File: src/rtl/count_seq_monitor.sv
// Sequence checker for a free-running up/down counter bus.
// Define COUNT_SEQ_MONITOR_RESYNC_EN to tolerate observed counter resets while locked.
module count_seq_monitor #(
  parameter int unsigned WIDTH = 5,
  parameter bit DOWN = 1'b1,
  parameter logic [WIDTH-1:0] RESET_VAL = {WIDTH{1'b1}},
  parameter int unsigned CNT_W = 8
) (
  input  logic             clk,
  input  logic             reset_n,
  input  logic             sample_en,
  input  logic [WIDTH-1:0] count_in,
  input  logic             clear,
  output logic             locked,
  output logic             seq_error,
  output logic             wrap_pulse,
  output logic [CNT_W-1:0] err_count,
  output logic [CNT_W-1:0] wrap_count,
  output logic [WIDTH-1:0] last_value
);

  typedef enum logic [1:0] {
    IDLE   = 2'd0,
    SYNC   = 2'd1,
    LOCKED = 2'd2
  } state_t;

`ifdef COUNT_SEQ_MONITOR_RESYNC_EN
  localparam bit RESYNC = 1'b1;
`else
  localparam bit RESYNC = 1'b0;
`endif

  localparam logic [WIDTH-1:0] MAXV = '1;
  localparam logic [WIDTH-1:0] ONE = WIDTH'(1);
  localparam logic [CNT_W-1:0] CMAX = '1;
  localparam logic [CNT_W-1:0] CONE = CNT_W'(1);

  state_t state_q, state_d;

  logic [WIDTH-1:0] exp_val;
  logic             match;
  logic             crossing;
  logic             resync_hit;

  logic [WIDTH-1:0] last_d;
  logic [CNT_W-1:0] err_d;
  logic [CNT_W-1:0] wrap_d;
  logic             seq_d;
  logic             wrp_d;

  assign exp_val = DOWN ? (last_value - ONE) : (last_value + ONE);
  assign match = (count_in == exp_val);

  assign crossing = DOWN
    ? (last_value == '0 && count_in == MAXV)
    : (last_value == MAXV && count_in == '0);

  // A jump to the counter's reset value is its own reset, not a fault.
  assign resync_hit = RESYNC && (count_in == RESET_VAL) && !match;

  assign locked = (state_q == LOCKED);

  always_comb begin
    state_d = state_q;
    last_d  = last_value;
    err_d   = err_count;
    wrap_d  = wrap_count;
    seq_d   = 1'b0;
    wrp_d   = 1'b0;
    if (clear) begin
      state_d = IDLE;
      err_d   = '0;
      wrap_d  = '0;
    end else if (sample_en) begin
      last_d = count_in;
      unique case (state_q)
        IDLE: state_d = SYNC;
        SYNC: begin
          if (match) state_d = LOCKED;
        end
        LOCKED: begin
          unique case (1'b1)
            match: begin
              if (crossing) begin
                wrp_d = 1'b1;
                if (wrap_count != CMAX) wrap_d = wrap_count + CONE;
              end
            end
            resync_hit: begin
              state_d = LOCKED;
            end
            default: begin
              seq_d   = 1'b1;
              state_d = SYNC;
              if (err_count != CMAX) err_d = err_count + CONE;
            end
          endcase
        end
        default: state_d = IDLE;
      endcase
    end
  end

  always_ff @(posedge clk or negedge reset_n) begin
    if (!reset_n) begin
      state_q    <= IDLE;
      last_value <= '0;
      err_count  <= '0;
      wrap_count <= '0;
      seq_error  <= 1'b0;
      wrap_pulse <= 1'b0;
    end else begin
      state_q    <= state_d;
      last_value <= last_d;
      err_count  <= err_d;
      wrap_count <= wrap_d;
      seq_error  <= seq_d;
      wrap_pulse <= wrp_d;
    end
  end

endmodule

File: config.mk
export PLATFORM = sky130hd
export DESIGN_NAME = count_seq_monitor
export DESIGN_NICKNAME = d
export VERILOG_FILES = /design/src/rtl/count_seq_monitor.sv
export SDC_FILE = /design/constraint.sdc
export NUM_CORES = 1
export LEC_CHECK = 0
export BUFFER_PORTS_ARGS = -buffer_cell sky130_fd_sc_hd__buf_4
export CORE_ASPECT_RATIO = 2
export CORE_MARGIN = 3
export CORE_UTILIZATION = 50
export DETAILED_ROUTE_END_ITERATION = 7
export PLACE_DENSITY_LB_ADDON = 0.08
export SYNTH_ARGS = -nofsm -noshare
export SYNTH_HDL_FRONTEND = slang
export SYNTH_SLANG_ARGS = --single-unit
File: constraint.sdc
create_clock -name clk -period 6.09 [get_ports clk]
set_clock_uncertainty 0.1 [all_clocks]
set_input_delay 0.609 -clock clk [delete_from_list [all_inputs] [get_ports clk]]
set_output_delay 0.609 -clock clk [all_outputs]
set_load 0.1 [all_outputs]
==> results of run 1 <==
worst min path at each step:
stage	start	to
2_1_floorplan	reset_n	err_count[0]
3_3_place_gp	reset_n	seq_error
5_1_grt	reset_n	wrap_count[6]
6_report	reset_n	wrap_pulse
3_5_place_dp	reset_n	wrap_count[6]
4_1_cts	reset_n	wrap_count[6]
flip-flops by register name, summed over array words and instances (netlist names):
signal and cells:
err_count 8, last_value 5, seq_error 1, state_q 2
wrap_count 8, wrap_pulse 1
per-layer routing:
metal  track usage, %  vias up
li1                 -      579
met1             20.5      585
met2             39.8       24
met3             2.22        7
met4             8.76        0
met5                0        -
power by group through the flow:
stage / Combinational [mW] / Sequential [mW] / Clock (mW)
finish: 0.0992 / 0.179 / 0.0983
global route: 0.105 / 0.180 / 0.107
floorplan: 0.0415 / 0.216 / 0
CTS: 0.100 / 0.179 / 0.101
global placement: 0.0974 / 0.182 / 0
detailed placement: 0.100 / 0.182 / 0
cells in the mapped netlist (all sizes together) (2+ instances only):
| library cell | number | area [um2] |
|---|---|---|
| nor2 | 12 | 45.0 |
| a21oi | 12 | 60.1 |
| nand3 | 5 | 37.5 |
| dfrtp | 25 | 626 |
| or3 | 4 | 25.0 |
| o21ai | 7 | 35.0 |
| inv | 5 | 18.8 |
| nand4 | 7 | 43.8 |
| mux2 | 4 | 45.0 |
| or4 | 2 | 15.0 |
| nand2 | 10 | 37.5 |
| nor2b | 6 | 37.5 |
| ha | 3 | 37.5 |
| dlygate4sd1 | 2 | 17.5 |
| nor4 | 2 | 27.5 |
| and4b | 2 | 20.0 |
| xnor2 | 10 | 87.6 |
| mux2i | 2 | 20.0 |
| nor3 | 5 | 30.0 |
through the flow:
step | utilization, % | cells | power, mW | hold slack (ns)
3_5_place_dp | 63.5 | 199 | 0.282 | 0.433
5_1_grt | 65.3 | 203 | 0.393 | 0.139
4_1_cts | 65.3 | 203 | 0.380 | 0.138
6_report | 65.3 | 203 | 0.376 | 0.127
2_1_floorplan | - | 142 | 0.257 | 0.213
3_3_place_gp | 63.5 | 199 | 0.279 | 0.426
cell type report:
cell class,instances,area share (%)
flip-flops and latches,25,36.8
well taps,28,2.06
clock buffers,3,2.43
inverters,5,1.10
repair buffers,32,14.1
clock inverters,1,0.295
multi-input cells,109,43.2
critical path, cell delays in order, from the launching register on:
cell,delay [ns]
dfrtp_1,0.45
inv_1,0.08
ha_1,0.31
xnor2_1,0.17
nor4_4,0.51
nand3_4,0.20
or4_1,0.43
a21oi_1,0.16
kinds of logic after synthesis:
family          synth area share, %
mux                            4.65
flops                          44.7
simple gates                   27.0
fa+ha+maj                      2.68
buf+inv                        2.95
xor+xnor                       6.88
compound gates                 11.2
==> flow_summary_export.csv, run 1 <==
group,metric,value,unit
critical_path,crit_path_start,"last_value[0]",
synth,syn_nets,154,
critical_path,r2r_start,"last_value[0]",
pwr,power.internal,0.246,mW
critical_path,endpoint,"wrap_count[7]",
run_status,status,"finished clean",
clocking,hold_buffers,0,
critical_path,reg2reg_slack,3.62,ns
clocking,root_buffer,"clkbuf_8",
sta,slew_violations,0,
clocking,h-tree-depth,1,
synth,synth-edff-count,0,
clocking,cts.sinks,25,
pwr,power.share.combinational,26.3,%
critical_path,start_kind,"flip-flop",
clocking,clk_pin_slew,0.09,ns
cells_and_area,fillCellCount,224,
synth,syn_inst,142,
synth,synthFlopType,"dfrtp_1",
synth,syn_area,1400,um2
route,wl_met2,1870,um
cells_and_area,multi_input_comb_area,733,um2
global_route,grt_pass1_vias,1255,
global_route,antenna_found_initial,0,
floorplan,die-area,3510,um2
sta,hold_violations,0,
floorplan,num_io_pins,33,
cells_and_area,drive_gt1_share,27.4,%
pwr,seq_power_share,47.5,%
route,wl_met1,1130,um
job,maxCapViolCount,0,
pwr,p_sw,0.130,mW
route,drt_first_pass_iters,4,
pwr,ir_drop,0.000185,V
synth,ys_warn_count,0,
sta,setup_viol,0,
floorplan,start_util,53.8,%
synth,syn_avg_cell_area,9.86,um2
route,ant_nets,0,
cells_and_area,nets,188,
sta,fin_crit,2.47,ns
cells_and_area,final_common_cell,"buf_4",
route,wl_per_cell,15.7,um
route,drt_iter0_drc,28,
place,io_buffers,32,
clocking,cts_resized,0,
pwr,pwr-share-clk,26.1,%
global_route,grt_max_degree,26,
synth,seq_area_frac_synth,44.7,%
sta,max_freq,405,MHz
cells_and_area,layout_common_cells,"buf_4, dfrtp_1, a21oi_1, nor2_1",
critical_path,crit_fanout,10,
critical_path,worst_r2r_endpoint,"wrap_count[7]",
cells_and_area,fin_area,1700,um2
floorplan,die_w,43.4,um
clocking,insertion_delay,0.27,ns
cells_and_area,register_area,626,um2
route,drt-total-wl,3180,um
sta,worst_pin_slew,0.600,ns
hold_path,min_path_type,"input port to async pin",
floorplan,dieHeight,80.8,um
synth,synthDistinctLibCells,39,
critical_path,required,6.19,ns
cells_and_area,syn_to_final_growth,21.4,%
synth,ys_async_sr_fraction,100,%
cells_and_area,n_antenna_cell,0,
synth,ys_ff_latch,25,
sta,slew_headroom,59.6,%
place,dp_slack,3.48,ns
critical_path,path_class,"flip-flop to flip-flop",
critical_path,cp.arrival,2.57,ns
critical_path,crit_path_end_kind,"flip-flop",
clocking,cts_tree,"yes",
sta,fin_tns_setup,0,ns
global_route,grt_usage,20.3,%
floorplan,coreArea,2600,um2
clocking,cts_setup_buffers,0,
pwr,swShare,34.7,%
floorplan,rows,26,
sta,rsz0062_at_grt,"false",
sta,timing.final.ws_setup,3.62,ns
place,hpwl,2490,um
route,top_layer,"met4",
pwr,p_per_area,222,nW/um2
place,gp_congestion,0.847,
sta,min_period_over_period,40.6,%
route,post-route-drc-count,0,
route,vias,1195,
global_route,grt_pass1_wl,5460,um
route,vias_per_cell,5.89,
pwr,power_leakage,0.754,nW
route,wl_met3,120,um
place,post_dp_cell_area,1650,um2
clocking,cts_buffer_depth,2,
critical_path,r2r_cells,7,
clocking,cts_buffers,3,
global_route,overflow,0,
(Power assumes the default switching activity.)
==> inputs of run 2 (changes only) <==
--- a/config.mk
+++ b/config.mk
@@ -8,7 +8,7 @@
 export BUFFER_PORTS_ARGS = -buffer_cell sky130_fd_sc_hd__buf_4
 export CORE_ASPECT_RATIO = 2
 export CORE_MARGIN = 3
-export CORE_UTILIZATION = 50
+export CORE_UTILIZATION = 47
 export DETAILED_ROUTE_END_ITERATION = 7
 export PLACE_DENSITY_LB_ADDON = 0.08
 export SYNTH_ARGS = -nofsm -noshare
==> constraint.sdc (replaced) <==
create_clock -name clk -period 2.1 [get_ports clk]
set_clock_uncertainty 0.1 [all_clocks]
set_input_delay 0.21 -clock clk [delete_from_list [all_inputs] [get_ports clk]]
set_output_delay 0.21 -clock clk [all_outputs]
set_load 0.1 [all_outputs]
==> flow_summary_export.csv, run 2 (same netlist as run 1, synthesis figures left out) <==
group,metric,value,unit
sta,max_freq,449,MHz
clocking,cts_tree,"yes",
route,drt_first_pass_iters,4,
critical_path,cp_cell_sequence,"inv_4 -> ha_4 -> buf_4 -> or3_1 -> o211ai_4 -> nand3_4 -> or4_4 -> a21oi_2",
pwr,p_per_area,587,nW/um2
floorplan,rows,27,
sta,slew_violations,0,
critical_path,path_class,"flip-flop to flip-flop",
cells_and_area,nets,216,
critical_path,start_kind,"flip-flop",
pwr,power_leakage,0.910,nW
critical_path,critPathMaxStageDelay,0.49,ns
hold_path,min_path_type,"input port to flip-flop",
place,hpwl,2810,um
clocking,cts_buffer_depth,2,
global_route,grt_max_degree,26,
cells_and_area,layout_common_cells,"buf_4, nor2_1, dfrtp_1, dfrtp_2, nand2_1",
global_route,grt_pass1_wl,6170,um
place,io_buffers,32,
clocking,clk_pin_slew,0.09,ns
cells_and_area,top_regs,"err_count (8), wrap_count (8), last_value (5)",
route,drt-total-wl,3770,um
global_route,grt_usage,21.6,%
global_route,grt_pass1_vias,1430,
cells_and_area,final_util,75.6,%
floorplan,die-area,3710,um2
sta,timing.final.ws_setup,-0.127,ns
clocking,h-tree-depth,1,
run_status,status,"complete, but fails checks",
clocking,insertion_delay,0.27,ns
critical_path,crit_path_end_kind,"flip-flop",
route,wl_per_cell,16.2,um
sta,worst_pin_slew,0.552,ns
sta,fin_crit,2.23,ns
global_route,antenna_found_initial,0,
cells_and_area,drive_gt1_share,56.7,%
critical_path,critical_path.top_delay_family,"simple AND/OR/NAND/NOR gates",
floorplan,num_io_pins,33,
sta,slew_headroom,63.1,%
global_route,overflow,0,
sta,rsz0062_at_grt,"true",
cells_and_area,n_antenna_cell,0,
place,post_dp_cell_area,1860,um2
run_status,failed_checks,"negative setup slack",
clocking,root_buffer,"clkbuf_8",
route,vias,1317,
pwr,ir_drop,0.000621,V
route,drt_iter0_drc,16,
clocking,cts.sinks,25,
floorplan,dieHeight,83.2,um
route,vias_per_cell,5.68,
critical_path,crit_fanout,4,
floorplan,coreArea,2800,um2
cells_and_area,final_common_cell,"buf_4",
job,maxCapViolCount,0,
sta,min_period_over_period,106,%
cells_and_area,syn_to_final_growth,51.4,%
floorplan,die_w,44.6,um
clocking,cts_buffers,3,
floorplan,start_util,49.9,%
place,gp_congestion,0.790,
cells_and_area,fin_area,2120,um2
route,post-route-drc-count,0,
critical_path,slowest_stage,"or4_4",
critical_path,worst-path-buf-inv,2,
critical_path,required,2.21,ns
sta,setup_viol,12,
critical_path,cp.arrival,2.33,ns
route,ant_nets,0,
sta,hold_violations,0,
-- run 2: changes by cell type in the layout (fill, tap and decap cells not counted), moves of 4 or more --
cell     delta
a21oi_1     -7
a21oi_2     +5
buf_4      +25
dfrtp_1    -13
dfrtp_2    +11
xnor2_1     -4
-- run 2: area by class of cell --
class / count / area (um2)
Clock buffer: 3 / 41.3
Clock inverter: 1 / 5.00
Fill cell: 199 / 684
Inverter: 5 / 23.8
Multi-Input combinational cell: 109 / 906
Sequential cell: 25 / 647
Tap cell: 29 / 36.3
Timing Repair Buffer: 60 / 460
-- run 2: metal layers --
layer / vias to the layer above / track usage [%] / wire length (um)
met3: 11 / 2.39 / 112
li1: 635 / - / -
met4: 0 / 10.2 / 115
met2: 25 / 39.8 / 2190
met1: 646 / 22.1 / 1350
met5: - / 0 / 0
-- run 2: timing repair --
item                       4_1_cts  5_1_grt
hold endpoints to repair        25        0
setup endpoints to repair       11       18
gates resized for setup          8       24
pin swaps                        6       14
buffers inserted                 6        2
hold buffers                     1        0
-- run 2: worst reg2reg max path, delay by kind of cell, from the launching register on --
family | cells | cell delay (ns)
fa+ha+maj | 1 | 0.15
flops | 1 | 0.45
buf+inv | 2 | 0.18
compound gates | 2 | 0.26
simple gates | 3 | 1.02
-- run 2: worst paths after layout --
kind | endpoint | slack [ns] | from | depth (start not counted)
max in group asynchronous | last_value[0] | 1.35 | reset_n | 2
worst min register to register | last_value[4] | 0.47 | last_value[4] | 1
worst min-delay path | last_value[2] | 0.09 | count_in[2] | 2
min in group asynchronous | wrap_count[7] | 0.27 | reset_n | 2
worst max register to register | wrap_count[7] | -0.13 | last_value[1] | 8
worst max-delay path | wrap_count[7] | -0.13 | last_value[1] | 8
-- run 2: stage by stage --
step / power, mW / instances / worst slack, ns / hold WS [ns] / TNS (ns)
CTS: 1.21 / 231 / -0.0885 / 0.0906 / -0.376
finish: 1.24 / 232 / -0.127 / 0.0857 / -0.722
global placement: 0.879 / 220 / -0.110 / 0.0304 / -0.275
global route: 1.29 / 232 / -0.240 / 0.0883 / -2.36
detailed placement: 0.889 / 220 / -0.184 / 0.0348 / -0.666
floorplan: 0.769 / 142 / -0.279 / -0.186 / -2.23
-- run 2: power by group --
part	switching [mW]	internal [mW]	total, mW	leakage, nW
sequential	0.0187	0.502	0.521	0.319
combinational	0.261	0.174	0.435	0.566
clock	0.155	0.133	0.288	0.0255
